## src/rtl/uart_pkg.sv

```systemverilog
// uart_pkg: shared definitions for the debug UART command controller and
// its testbenches.
//   state_e      - command controller FSM states
//   *_BYTE/CMD_* - frame sync, response codes and command opcodes
//   FRAME_LEN    - bytes per command frame (SYNC, CMD, ADDR, DATA, CHK)
//   frame_chk_ok - frame checksum test (CHK = CMD ^ ADDR ^ DATA)
package uart_pkg;

   typedef enum logic [3:0] {
      ST_IDLE,
      ST_GET_CMD,
      ST_GET_ADDR,
      ST_GET_DATA,
      ST_GET_CHK,
      ST_EXEC,
      ST_RD_WAIT,
      ST_TX_ACK,
      ST_TX_NAK,
      ST_TX_DATA,
      ST_TX_ACK_WAIT,
      ST_TX_NAK_WAIT,
      ST_TX_DATA_WAIT
   } state_e;

   localparam logic [7:0] SYNC_BYTE = 8'hA5;
   localparam logic [7:0] ACK_BYTE  = 8'h06;
   localparam logic [7:0] NAK_BYTE  = 8'h15;
   localparam logic [7:0] CMD_WR    = 8'h01;
   localparam logic [7:0] CMD_RD    = 8'h02;

   localparam int unsigned FRAME_LEN = 5;

   function automatic logic frame_chk_ok(input logic [7:0] cmd,
                                         input logic [7:0] addr,
                                         input logic [7:0] data,
                                         input logic [7:0] chk);
      return ((cmd ^ addr ^ data) == chk);
   endfunction

endpackage

```

## src/rtl/uart_timeout_cnt.sv

```systemverilog
// uart_timeout_cnt: inter-byte timeout counter.
//   clk, rst - system clock, async active-high reset
//   clr_i    - synchronous clear to 0 (wins over en_i)
//   en_i     - count enable
//   tc_o     - high while enabled and the count sits at TIMEOUT_CLKS-1
// TIMEOUT_CLKS must be at least 2.
module uart_timeout_cnt #(
   parameter int unsigned TIMEOUT_CLKS = 4340
) (
   input  logic clk,
   input  logic rst,
   input  logic clr_i,
   input  logic en_i,
   output logic tc_o
);

   localparam int unsigned CNT_W = $clog2(TIMEOUT_CLKS);
   localparam logic [CNT_W-1:0] CNT_LAST = CNT_W'(TIMEOUT_CLKS - 1);

   logic [CNT_W-1:0] cnt_q, cnt_d;
   logic             at_last;

   assign at_last = (cnt_q == CNT_LAST);
   assign tc_o    = en_i && at_last;

   // Hold at the terminal value so the count can never wrap back to 0.
   always_comb begin
      cnt_d = cnt_q;
      if (clr_i) begin
         cnt_d = '0;
      end else if (en_i && !at_last) begin
         cnt_d = cnt_q + CNT_W'(1);
      end
   end

   always_ff @(posedge clk or posedge rst) begin
      if (rst) begin
         cnt_q <= '0;
      end else begin
         cnt_q <= cnt_d;
      end
   end

endmodule

```

## src/rtl/uart_cmd_ctrl.sv

```systemverilog
// uart_cmd_ctrl: debug UART command controller. Parses 5-byte frames
// (A5, CMD, ADDR, DATA, CHK), performs one register write or read and
// answers ACK/NAK (+ read data) through the transmitter handshake.
//   clk, rst                     - system clock, async active-high reset
//   i_RX_DV, i_RX_Byte           - received byte strobe and data
//   o_TX_DV, o_TX_Byte           - transmit start pulse and byte
//   i_TX_Active, i_TX_Done       - transmitter busy / end-of-byte pulse
//   o_Reg_Wr, o_Reg_Rd           - register write / read strobes
//   o_Reg_Addr, o_Reg_WData      - register address / write data
//   i_Reg_RData                  - read data, valid 1 cycle after o_Reg_Rd
//   o_Busy                       - controller not in IDLE
//   o_Err_Timeout, o_Err_Overrun - partial frame abandoned / byte dropped
//
// state           | meaning
// ----------------+----------------------------------------------------
// ST_IDLE         | waiting for SYNC, other bytes discarded
// ST_GET_CMD      | waiting for CMD byte
// ST_GET_ADDR     | waiting for ADDR byte
// ST_GET_DATA     | waiting for DATA byte
// ST_GET_CHK      | waiting for CHK byte
// ST_EXEC         | register strobe cycle, choose response
// ST_RD_WAIT      | capture register read data
// ST_TX_ACK       | ACK pending, transmitter still busy
// ST_TX_NAK       | NAK pending, transmitter still busy
// ST_TX_DATA      | read data pending, transmitter still busy
// ST_TX_ACK_WAIT  | ACK on the line, waiting for i_TX_Done
// ST_TX_NAK_WAIT  | NAK on the line, waiting for i_TX_Done
// ST_TX_DATA_WAIT | read data on the line, waiting for i_TX_Done
module uart_cmd_ctrl
   import uart_pkg::*;
#(
   parameter int unsigned TIMEOUT_CLKS = 4340
) (
   input  logic       clk,
   input  logic       rst,
   input  logic       i_RX_DV,
   input  logic [7:0] i_RX_Byte,
   output logic       o_TX_DV,
   output logic [7:0] o_TX_Byte,
   input  logic       i_TX_Active,
   input  logic       i_TX_Done,
   output logic       o_Reg_Wr,
   output logic       o_Reg_Rd,
   output logic [7:0] o_Reg_Addr,
   output logic [7:0] o_Reg_WData,
   input  logic [7:0] i_Reg_RData,
   output logic       o_Busy,
   output logic       o_Err_Timeout,
   output logic       o_Err_Overrun
);

   state_e     state_q, state_d;
   logic [7:0] cmd_q, cmd_d;
   logic [7:0] addr_q, addr_d;
   logic [7:0] wdata_q, wdata_d;
   logic [7:0] chk_q, chk_d;
   logic [7:0] rdata_q, rdata_d;
   logic [7:0] tx_byte_q, tx_byte_d;
   logic       tx_dv_q, tx_dv_d;
   logic       reg_wr_q, reg_wr_d;
   logic       reg_rd_q, reg_rd_d;
   logic       err_to_q, err_to_d;
   logic       err_ov_q, err_ov_d;
   logic       busy_q, busy_d;

   logic       in_get;
   logic       frame_ok;
   logic       tmo_tc;
   logic       tmo_clr;

   // Response launch request, resolved after the state case.
   logic       tx_want;
   logic [7:0] want_byte;
   state_e     want_wait;
   state_e     want_hold;

   assign in_get   = (state_q == ST_GET_CMD)  || (state_q == ST_GET_ADDR) ||
                     (state_q == ST_GET_DATA) || (state_q == ST_GET_CHK);
   assign frame_ok = frame_chk_ok(cmd_q, addr_q, wdata_q, chk_q);
   assign tmo_clr  = i_RX_DV || ((state_d == ST_GET_CMD) && (state_q != ST_GET_CMD));

   uart_timeout_cnt #(
      .TIMEOUT_CLKS (TIMEOUT_CLKS)
   ) u_timeout (
      .clk   (clk),
      .rst   (rst),
      .clr_i (tmo_clr),
      .en_i  (in_get),
      .tc_o  (tmo_tc)
   );

   always_comb begin
      state_d   = state_q;
      cmd_d     = cmd_q;
      addr_d    = addr_q;
      wdata_d   = wdata_q;
      chk_d     = chk_q;
      rdata_d   = rdata_q;
      tx_byte_d = tx_byte_q;
      tx_dv_d   = 1'b0;
      reg_wr_d  = 1'b0;
      reg_rd_d  = 1'b0;
      err_to_d  = 1'b0;
      err_ov_d  = 1'b0;
      tx_want   = 1'b0;
      want_byte = ACK_BYTE;
      want_wait = ST_TX_ACK_WAIT;
      want_hold = ST_TX_ACK;

      case (state_q)
         ST_IDLE: begin
            if (i_RX_DV && (i_RX_Byte == SYNC_BYTE)) state_d = ST_GET_CMD;
         end
         ST_GET_CMD: begin
            if (i_RX_DV) begin
               cmd_d   = i_RX_Byte;
               state_d = ST_GET_ADDR;
            end
         end
         ST_GET_ADDR: begin
            if (i_RX_DV) begin
               addr_d  = i_RX_Byte;
               state_d = ST_GET_DATA;
            end
         end
         ST_GET_DATA: begin
            if (i_RX_DV) begin
               wdata_d = i_RX_Byte;
               state_d = ST_GET_CHK;
            end
         end
         ST_GET_CHK: begin
            if (i_RX_DV) begin
               chk_d   = i_RX_Byte;
               state_d = ST_EXEC;
               // Strobes are registered, so decide them here to land in EXEC.
               if (frame_chk_ok(cmd_q, addr_q, wdata_q, i_RX_Byte)) begin
                  reg_wr_d = (cmd_q == CMD_WR);
                  reg_rd_d = (cmd_q == CMD_RD);
               end
            end
         end
         ST_EXEC: begin
            if (frame_ok && (cmd_q == CMD_WR)) begin
               tx_want = 1'b1;
            end else if (frame_ok && (cmd_q == CMD_RD)) begin
               state_d = ST_RD_WAIT;
            end else begin
               tx_want   = 1'b1;
               want_byte = NAK_BYTE;
               want_wait = ST_TX_NAK_WAIT;
               want_hold = ST_TX_NAK;
            end
         end
         ST_RD_WAIT: begin
            rdata_d = i_Reg_RData;
            tx_want = 1'b1;
         end
         ST_TX_ACK: begin
            tx_want = 1'b1;
         end
         ST_TX_NAK: begin
            tx_want   = 1'b1;
            want_byte = NAK_BYTE;
            want_wait = ST_TX_NAK_WAIT;
            want_hold = ST_TX_NAK;
         end
         ST_TX_DATA: begin
            tx_want   = 1'b1;
            want_byte = rdata_q;
            want_wait = ST_TX_DATA_WAIT;
            want_hold = ST_TX_DATA;
         end
         ST_TX_ACK_WAIT: begin
            if (i_TX_Done) begin
               if (cmd_q == CMD_RD) begin
                  tx_want   = 1'b1;
                  want_byte = rdata_q;
                  want_wait = ST_TX_DATA_WAIT;
                  want_hold = ST_TX_DATA;
               end else begin
                  state_d = ST_IDLE;
               end
            end
         end
         ST_TX_NAK_WAIT, ST_TX_DATA_WAIT: begin
            if (i_TX_Done) state_d = ST_IDLE;
         end
         default: state_d = ST_IDLE;
      endcase

      // Launch straight into the *_WAIT state when the transmitter is free so
      // the pulse appears one cycle after the decision; otherwise park in the
      // matching TX_* state until it frees up.
      if (tx_want) begin
         if (!i_TX_Active) begin
            tx_dv_d   = 1'b1;
            tx_byte_d = want_byte;
            state_d   = want_wait;
         end else begin
            state_d   = want_hold;
         end
      end

      // A byte on the terminal cycle was already taken above; only silence times out.
      if (in_get && tmo_tc && !i_RX_DV) begin
         err_to_d = 1'b1;
         state_d  = ST_IDLE;
      end

      if (i_RX_DV && !in_get && (state_q != ST_IDLE)) err_ov_d = 1'b1;

      busy_d = (state_d != ST_IDLE);
   end

   always_ff @(posedge clk or posedge rst) begin
      if (rst) begin
         state_q   <= ST_IDLE;
         cmd_q     <= '0;
         addr_q    <= '0;
         wdata_q   <= '0;
         chk_q     <= '0;
         rdata_q   <= '0;
         tx_byte_q <= '0;
         tx_dv_q   <= 1'b0;
         reg_wr_q  <= 1'b0;
         reg_rd_q  <= 1'b0;
         err_to_q  <= 1'b0;
         err_ov_q  <= 1'b0;
         busy_q    <= 1'b0;
      end else begin
         state_q   <= state_d;
         cmd_q     <= cmd_d;
         addr_q    <= addr_d;
         wdata_q   <= wdata_d;
         chk_q     <= chk_d;
         rdata_q   <= rdata_d;
         tx_byte_q <= tx_byte_d;
         tx_dv_q   <= tx_dv_d;
         reg_wr_q  <= reg_wr_d;
         reg_rd_q  <= reg_rd_d;
         err_to_q  <= err_to_d;
         err_ov_q  <= err_ov_d;
         busy_q    <= busy_d;
      end
   end

   assign o_TX_DV       = tx_dv_q;
   assign o_TX_Byte     = tx_byte_q;
   assign o_Reg_Wr      = reg_wr_q;
   assign o_Reg_Rd      = reg_rd_q;
   assign o_Reg_Addr    = addr_q;
   assign o_Reg_WData   = wdata_q;
   assign o_Busy        = busy_q;
   assign o_Err_Timeout = err_to_q;
   assign o_Err_Overrun = err_ov_q;

endmodule

```

## config.mk

```make
export PLATFORM = sky130hd
export DESIGN_NAME = uart_cmd_ctrl
export DESIGN_NICKNAME = d
export VERILOG_FILES = /design/src/rtl/uart_pkg.sv /design/src/rtl/uart_timeout_cnt.sv /design/src/rtl/uart_cmd_ctrl.sv
export SDC_FILE = /design/constraint.sdc
export NUM_CORES = 1
export LEC_CHECK = 0
export CAP_MARGIN = 20
export CORE_AREA = 2 2 101 103
export CTS_CLUSTER_DIAMETER = 100
export DETAILED_ROUTE_END_ITERATION = 12
export DIE_AREA = 0 0 103 105
export PLACE_DENSITY_LB_ADDON = 0.08
export SLEW_MARGIN = 25
export SYNTH_ARGS = -nofsm -noshare
export SYNTH_HDL_FRONTEND = slang
export SYNTH_SLANG_ARGS = --single-unit
```

## constraint.sdc

```tcl
create_clock -name clk -period 3.55 [get_ports clk]
set_input_delay 0.71 -clock clk [delete_from_list [all_inputs] [get_ports clk]]
set_output_delay 0.71 -clock clk [all_outputs]
set_load 0.03 [all_outputs]
```

==> impl_metrics.yaml, run 1 <==
min_path:
  hold_path.class: "flop to flop"
  hold_start: "rdata_q[6]"
  holdPathStages: 2
clocking:
  cts.clk_slew.worst_paths_ns: 0.08
  ctsResizeCount: 0
  root_buffer: "clkbuf_8"
  clock_sinks: 71
  cts_max_level: 3
  postCtsSetupBuffers: 0
  cts_tree: "yes"
  cts_buffers: 9
  clockBufferDepth: 2
  hold_buffers: 0
  insertion_delay_ns: 0.35
yosys:
  syn_inst: 346
  ys.warnings.count: 0
  synth_largest_area_cell: "dfrtp_1"
  ys_seq_area_frac: 0.4631
  synth_fp_nets: 368
  synth_area_per_cell_um2: 11.09
  synth_top_area_share: 0.4631
  synth_seq_cells: 71
  synthArstFlopShare: 1.000
  yosysUniqueCellTypes: 61
  synth_top_flop_cell: "dfrtp_1"
  synth_edf_count: 0
  synth_area_leaders: "dfrtp_1, mux2_2, xor2_1"
  syn-cell-area_mm2: 0.003836
drt:
  drcViolationCount: 0
  wl_per_cell_um: 15.87
  routed_via_density: 5.198
  routed_wl_um: 8493
  ant_nets: 0
  drtPass1Iterations: 6
  drt-initial-drc-count: 77
  vias: 2781
worst_setup_path:
  ff2ff_path_depth: 7
  path_depth: 8
  crit_slowest_cell: "a211oi_4"
  crit_chain: "clkdlybuf4s50_1, nor2b_1, nand4_1, a21o_1, a21boi_0, a211oi_4, nor2_1, a21oi_1"
  cp.required_ns: 3.81
  crit_family: "compound AO/OA/AOI/OAI gates"
  r2r_slack_ns: 1.07
  crit_type: "primary input to flop"
  crit_buf_inv: 1
  cp_max_fo: 17
  crit_end: "o_TX_Byte[4]"
  r2r-end: "o_TX_Byte[4]"
  reg2reg_from: "cmd_q[6]"
  arrival_ns: 2.91
  endpoint_kind: "flop"
  worstSetupStartpointType: "primary input"
  max_stage_delay_ns: 0.57
  critPathLaunch: "i_TX_Done"
timing:
  fin_crit_ns: 2.642
  skew_ns: 0.01608
  period_share: 0.7444
  report.final.slew_viol_count: 0
  slew_headroom: 0.4903
  setup_tns_ns: 0
  rsz0062_at_grt: "no"
  fmax_ghz: 0.3784
  setup_violations: 0
  tightest_slew_ns: 0.7618
  hold_viol: 0
placement:
  hpwl_um: 6023
  portBuffers: 50
  placed_area_mm2: 0.004483
  gp_congestion: 0.7781
global_route:
  grt_antenna_before_repair: 0
  grt_use_total: 0.1674
  grt_max_degree: 41
  first_global_vias: 2739
  grt_pass1_wl_um: 14010
  gr-total-overflow: 0
power:
  finalPower_mw: 4.521
  irDropWorstVdd_mv: 0.5221
  p_per_area_mw_per_mm2: 962.7
  leakagePower_nw: 1.911
floorplan:
  design.core.area_mm2: 0.009639
  row_count: 36
  die_w_um: 103
  fp.dieH_um: 105
  io-pin-count: 51
  die-area_mm2: 0.01082
  initial_core_util: 0.3980
outcome:
  outcome: "complete, no violations"
layout:
  seq_area_mm2: 0.001777
  layout-drive-gt1-share: 0.1816
  num-nets-final: 419
  syn_to_final_growth_pct: 22.41
  final_area_mm2: 0.004696
  fillers: 956
  n_antenna_cell: 0
  multiInputGateArea_mm2: 0.001963
run:
  maxCapViolCount: 0
cell usage in the layout (no fill, tap or decap), types with 4 or more instances in the layout:
| cell type | n |
|---|---|
| dfrtp_1 | 71 |
| nand4_1 | 9 |
| clkdlybuf4s50_1 | 50 |
| nand3_1 | 12 |
| o21ai_0 | 13 |
| mux2_2 | 40 |
| nor4_1 | 5 |
| or3_1 | 4 |
| xnor3_1 | 6 |
| nand2_1 | 13 |
| nor2_1 | 27 |
| clkbuf_8 | 9 |
| nor3_1 | 5 |
| xor2_1 | 20 |
| a21oi_1 | 14 |
| nor2b_1 | 5 |
| xnor2_1 | 19 |
| inv_1 | 8 |
per-stage QoR:
step           setup slack (ns)  cells  hold slack [ns]    util
2_1_floorplan             1.043    346           0.4648       -
3_3_place_gp             0.6698    519           0.4707  0.4651
3_5_place_dp             0.5664    519           0.4840  0.4651
4_1_cts                  0.9205    535           0.5019  0.4872
5_1_grt                  0.6493    535           0.5188  0.4872
6_report                 0.9076    535           0.4968  0.4872
flip-flops by register name (all words and copies together), names as in the netlist:
name / flops
o_Reg_Rd: 1
u_timeout.cnt_q: 13
o_Err_Overrun: 1
cmd_q: 8
rdata_q: 8
state_q: 4
o_TX_DV: 1
o_Reg_Addr: 8
o_Err_Timeout: 1
o_TX_Byte: 8
o_Busy: 1
o_Reg_WData: 8
chk_q: 8
o_Reg_Wr: 1
worst min-delay path: cells and delay by family, from the launching register on:
kind,cells,cell delay (ns)
flops,1,0.34
simple gates,1,0.06
compound gates,1,0.06
worst min-delay path by stage:
stage / end / slack, ns
after floorplan: o_TX_Byte[3] / 0.46
after global placement: o_TX_Byte[6] / 0.47
after detailed placement: o_TX_Byte[6] / 0.48
after CTS: o_TX_Byte[6] / 0.50
after global routing: rdata_q[2] / 0.52
final: o_TX_Byte[6] / 0.50
routing by layer:
layer	routed length [µm]	global-route usage	up-vias
met5	0	0	-
met1	4046	0.2276	1357
met4	89	0.04511	0
li1	-	-	1351
met2	4034	0.2662	64
met3	323	0.03880	9
Yosys cell counts, types with 2 or more instances:
master,instances
a21o_1,3
a21oi_1,14
a22oi_1,3
a2bb2oi_1,2
a31oi_1,2
a32oi_1,2
and2_1,3
and3_1,2
and4_1,3
buf_1,2
clkbuf_1,9
dfrtp_1,71
inv_1,9
mux2_2,40
mux2i_1,2
nand2_1,13
nand2b_1,2
nand3_1,12
nand3b_1,2
nand4_1,9
nand4b_1,2
nor2_1,27
nor2b_1,5
nor3_1,5
nor3b_1,2
nor4_1,5
nor4b_1,2
o21a_1,2
o21ai_0,13
o221ai_1,2
or3_1,4
xnor2_1,19
xnor3_1,6
xor2_1,20
area by class of cell:
| class | instances | share of cell area |
|---|---|---|
| Multi-Input combinational cell | 252 | 0.4181 |
| Sequential cell | 71 | 0.3784 |
| Timing Repair Buffer | 54 | 0.1156 |
| Tap cell | 133 | 0.03544 |
| Clock buffer | 10 | 0.02718 |
| Clock inverter | 6 | 0.01812 |
| Inverter | 9 | 0.007194 |
logic make-up (layout without fill, tap and decap cells):
| family | Yosys count | after routing | share of synthesized area |
|---|---|---|---|
| multiplexers | 42 | 42 | 0.1226 |
| buffers and inverters | 23 | 79 | 0.02511 |
| flip-flops | 71 | 71 | 0.4631 |
| adder cells (fa/ha/maj) | 1 | 1 | 0.003261 |
| XOR/XNOR | 46 | 46 | 0.1285 |
| AND/OR/NAND/NOR | 104 | 104 | 0.1481 |
| AO/OA/AOI/OAI | 59 | 59 | 0.1093 |
where the power goes:
part | leakage (nW) | switching (mW) | internal (mW)
registers | 0.889 | 0.392 | 1.11
logic | 0.919 | 1.16 | 1.15
clock network | 0.102 | 0.313 | 0.393
(Power assumes the default switching activity.)
==> inputs of run 2 (changes only) <==
==> constraint.sdc (replaced) <==
create_clock -name clk -period 2.2 [get_ports clk]
set_input_delay 0.44 -clock clk [delete_from_list [all_inputs] [get_ports clk]]
set_output_delay 0.44 -clock clk [all_outputs]
set_load 0.03 [all_outputs]
==> impl_metrics.yaml, run 2 (synthesized netlist as in run 1, its figures left out) <==
outcome:
  outcome: "complete, no violations"
clocking:
  clock_sinks: 71
  cts_max_level: 3
  insertion_delay_ns: 0.36
  cts_buffers: 9
  hold_buffers: 0
  root_buffer: "clkbuf_8"
  cts_tree: "yes"
  clockBufferDepth: 2
  cts.clk_slew.worst_paths_ns: 0.08
power:
  irDropWorstVdd_mv: 0.7511
  finalPower_mw: 7.900
  leakagePower_nw: 2.126
  p_per_area_mw_per_mm2: 1555
layout:
  post-route-util: 0.5271
  largest_reg_flops: 13
  layout_commonest_cell: "dfrtp_1"
  n_antenna_cell: 0
  num-nets-final: 462
  mostFrequentLayoutCells: "dfrtp_1, clkdlybuf4s50_1, buf_4"
  fillers: 924
  syn_to_final_growth_pct: 32.45
  final_area_mm2: 0.005081
  layout-drive-gt1-share: 0.2764
  top_register: "u_timeout.cnt_q"
floorplan:
  die_w_um: 103
  die-area_mm2: 0.01082
  design.core.area_mm2: 0.009639
  fp.dieH_um: 105
  io-pin-count: 51
  initial_core_util: 0.3980
  row_count: 36
drt:
  ant_nets: 0
  routed_wl_um: 8988
  drtPass1Iterations: 4
  drt-initial-drc-count: 62
  drcViolationCount: 0
  vias: 2922
  wl_per_cell_um: 15.55
  routed_via_density: 5.055
global_route:
  grt_max_degree: 72
  first_global_vias: 2875
  gr-total-overflow: 0
  grt_use_total: 0.1767
  grt_antenna_before_repair: 0
  grt_use_met2: 0.2737
  use_met3: 0.03077
  top_usage_layer: "met2"
  grt_pass1_wl_um: 14590
  grt.met1_usage: 0.2462
timing:
  fmax_ghz: 0.4650
  rsz0062_at_grt: "yes"
  period_share: 0.9776
  slew_headroom: 0.5917
  skew_ns: 0.008728
  hold_viol: 0
  fin_crit_ns: 2.151
  tightest_slew_ns: 0.6070
  report.final.slew_viol_count: 0
  setup_violations: 0
worst_setup_path:
  crit_family: "compound AO/OA/AOI/OAI gates"
  crit_buf_inv: 2
  endpoint_kind: "flop"
  arrival_ns: 2.42
  crit_end: "state_q[2]"
  crit_type: "flop to flop"
  critPathLaunch: "cmd_q[3]"
  cp.required_ns: 2.47
  r2r_slack_ns: 0.05
  cp_max_fo: 4
  crit_slowest_cell: "dfrtp_1"
  reg2reg_from: "cmd_q[3]"
  max_stage_delay_ns: 0.39
  r2r-end: "state_q[2]"
  crit_chain: "buf_4, nor4_4, nand4_1, a21o_1, a21boi_0, a21o_4, buf_4, a221oi_2"
  ff2ff_path_depth: 8
  critPathMostFrequentCell: "buf_4"
  path_depth: 8
  worstSetupStartpointType: "flop"
placement:
  gp_congestion: 0.8112
  hpwl_um: 6392
  placed_area_mm2: 0.004816
  portBuffers: 50
min_path:
  hold_path.class: "primary input to async pin"
run:
  maxCapViolCount: 0
[run 2: layout make-up]
cell class,instances,area [µm²],share of cell area
multi-input combinational,252,2026,0.3987
timing repair buffer,97,882.1,0.1736
tap,133,166.4,0.03275
clock buffer,12,145.1,0.02856
inverter,9,37.54,0.007387
sequential,71,1779,0.3502
clock inverter,4,45.04,0.008865
[run 2: per-stage QoR]
step	setup TNS, ns	hold slack, ns	setup slack [ns]	cells
2_1_floorplan	0	0.4648	0.008179	346
3_3_place_gp	-0.8658	0.4726	-0.1471	561
3_5_place_dp	-1.737	0.4869	-0.2196	561
4_1_cts	0	0.5040	0.007326	577
5_1_grt	-0.4041	0.5245	-0.05667	578
6_report	0	0.5045	0.04936	578
[run 2: metal layers]
| layer | share of wire | up-vias | routed length [µm] |
|---|---|---|---|
| li1 | - | 1441 | - |
| met5 | 0 | - | 0 |
| met3 | 0.035 | 11 | 315 |
| met2 | 0.48 | 59 | 4305 |
| met1 | 0.47 | 1411 | 4212 |
| met4 | 0.017 | 0 | 156 |
[run 2: worst min-delay path by stage]
stage | to | slack, ns | cells after the start
2_1_floorplan | o_TX_Byte[3] | 0.46 | 2
3_5_place_dp | o_TX_Byte[5] | 0.49 | 2
6_report | chk_q[0] | 0.50 | 3
5_1_grt | rdata_q[3] | 0.52 | 1
4_1_cts | o_TX_Byte[5] | 0.50 | 2
3_3_place_gp | o_TX_Byte[3] | 0.47 | 2
[run 2: worst reg2reg max path, cell delays in order, from the launching register on]
cell and delay [ns]:
dfrtp_1 0.39, buf_4 0.16, nor4_4 0.31, nand4_1 0.18, a21o_1 0.21, a21boi_0 0.20, a21o_4 0.27, buf_4 0.13
a221oi_2 0.21
[run 2: repair_timing]
item,4_1_cts,5_1_grt
buffers inserted,0,1
setup endpoints to repair,1,13
pin swaps,0,5
resized for setup,2,11
cloned,0,0
[run 2: power breakdown]
group / switching [mW] / internal [mW]
clock network: 0.497 / 0.550
registers: 0.493 / 1.79
logic: 2.22 / 2.35
total: 3.21 / 4.69
==> inputs of run 3 (changes only) <==
--- a/config.mk
+++ b/config.mk
@@ -11,6 +11,7 @@
 export DETAILED_ROUTE_END_ITERATION = 12
 export DIE_AREA = 0 0 103 105
 export PLACE_DENSITY_LB_ADDON = 0.08
+export REMOVE_ABC_BUFFERS = 1
 export SLEW_MARGIN = 25
 export SYNTH_ARGS = -nofsm -noshare
 export SYNTH_HDL_FRONTEND = slang
==> constraint.sdc (replaced) <==
create_clock -name clk -period 2.7 [get_ports clk]
set_input_delay 0.54 -clock clk [delete_from_list [all_inputs] [get_ports clk]]
set_output_delay 0.54 -clock clk [all_outputs]
set_load 0.03 [all_outputs]
==> impl_metrics.yaml, run 3 (synthesized netlist as in run 1, its figures left out) <==
worst_setup_path:
  endpoint_kind: "flop"
  cp.required_ns: 2.91
  max_stage_delay_ns: 0.53
  crit_family: "compound AO/OA/AOI/OAI gates"
  reg2reg_from: "cmd_q[6]"
  crit_chain: "nor4_2, nand4_1, a21o_1, a21boi_0, a21o_2, a31oi_2, a211oi_2"
  r2r_slack_ns: 0.32
  crit_slowest_cell: "nor4_2"
  cp_max_fo: 6
  ff2ff_path_depth: 7
  worstSetupStartpointType: "flop"
  arrival_ns: 2.60
  crit_buf_inv: 0
  r2r-end: "state_q[1]"
  crit_type: "flop to flop"
layout:
  syn_to_final_growth_pct: 24.72
  mostFrequentLayoutCells: "dfrtp_1, clkdlybuf4s50_1, mux2_2"
  num-nets-final: 431
  post-route-util: 0.4964
  largest_reg_flops: 13
  layout_commonest_cell: "dfrtp_1"
  layout-drive-gt1-share: 0.2034
  n_antenna_cell: 0
  top_register: "u_timeout.cnt_q"
drt:
  drt-initial-drc-count: 71
  routed_via_density: 5.172
  vias: 2824
  ant_nets: 0
  drtPass1Iterations: 4
  routed_wl_um: 8736
  drcViolationCount: 0
  wl_per_cell_um: 16.00
timing:
  hold_viol: 0
  fmax_ghz: 0.4195
  report.final.slew_viol_count: 0
  setup_violations: 0
  period_share: 0.8829
  setup_tns_ns: 0
  timing.hold.ws_ns: 0.5014
  tightest_slew_ns: 0.5658
  rsz0062_at_grt: "no"
  skew_ns: 0.01031
  fin_crit_ns: 2.384
  fin_ws_ns: 0.3161
  slew_headroom: 0.6217
floorplan:
  row_count: 36
  design.core.area_mm2: 0.009639
  die_w_um: 103
  initial_core_util: 0.3980
  die-area_mm2: 0.01082
  io-pin-count: 51
  fp.dieH_um: 105
min_path:
  holdPathStages: 2
  hold_path_end: "o_TX_Byte[6]"
  hold_start: "rdata_q[6]"
  hold_path.class: "flop to flop"
global_route:
  grt_max_degree: 72
  grt_antenna_before_repair: 0
  gr-total-overflow: 0
  grt_use_total: 0.1748
  first_global_vias: 2904
  grt_pass1_wl_um: 14880
clocking:
  ctsResizeCount: 0
  cts.clk_slew.worst_paths_ns: 0.07
  hold_buffers: 0
  postCtsSetupBuffers: 0
  cts_max_level: 3
  clockBufferDepth: 2
  insertion_delay_ns: 0.34
  cts_tree: "yes"
  cts_buffers: 9
  root_buffer: "clkbuf_8"
  clock_sinks: 71
placement:
  gp_congestion: 0.8039
  portBuffers: 50
  hpwl_um: 6178
  place_ws_ns: 0.1358
power:
  leakagePower_nw: 1.976
  finalPower_mw: 6.026
  p_per_area_mw_per_mm2: 1259
  irDropWorstVdd_mv: 0.6596
run:
  maxCapViolCount: 0
outcome:
  outcome: "complete, no violations"
run 3: cell types whose count changed in the layout (fill, tap and decap cells not counted), sizes merged:
cell | before | now
clkinv | 3 | 2
buf | 47 | 16
bufinv | 1 | 2
clkinvlp | 1 | 0
inv | 8 | 9
clkbuf | 12 | 11
run 3: how the worst max path moves through the flow:
| stage | end | start | slack (ns) | cells past startpoint |
|---|---|---|---|---|
| after detailed placement | state_q[2] | i_TX_Done | 0.14 | 8 |
| after global placement | state_q[0] | i_RX_DV | 0.18 | 8 |
| final | state_q[1] | cmd_q[6] | 0.32 | 7 |
| after CTS | state_q[1] | cmd_q[6] | 0.32 | 7 |
| after global routing | o_TX_Byte[2] | cmd_q[6] | 0.17 | 8 |
| after floorplan | chk_q[0] | rst | 0.36 | 1 |
run 3: cell type report:
cell class / count / area [µm²]
Fill cell: 945 / 4855
Multi-Input combinational cell: 252 / 1963
Sequential cell: 71 / 1777
Timing Repair Buffer: 66 / 633.1
Tap cell: 133 / 166.4
Clock buffer: 11 / 141.4
Clock inverter: 4 / 70.07
Inverter: 9 / 33.78
run 3: tightest hold or removal path: cells and delay by family (launching register included):
family           cells  cell delay [ns]
AO/OA/AOI/OAI        1             0.06
flip-flops           1             0.34
AND/OR/NAND/NOR      1             0.06
run 3: metrics by stage:
stage	std cells	instance area, µm²
6_report	546	4785
5_1_grt	546	4785
4_1_cts	546	4785
3_5_place_dp	531	4573
3_3_place_gp	531	4573
2_1_floorplan	332	3774
run 3: routing by layer:
layer	vias up	global-route usage	share of wire
met5	-	0	0
met4	0	0.06861	0.020
met2	60	0.2686	0.48
met3	11	0.02876	0.035
li1	1368	-	-
met1	1385	0.2445	0.47
run 3: where the power goes:
group	total [mW]	internal, mW	switching (mW)
logic	3.19	1.58	1.60
clock network	0.931	0.538	0.393
registers	1.91	1.46	0.451
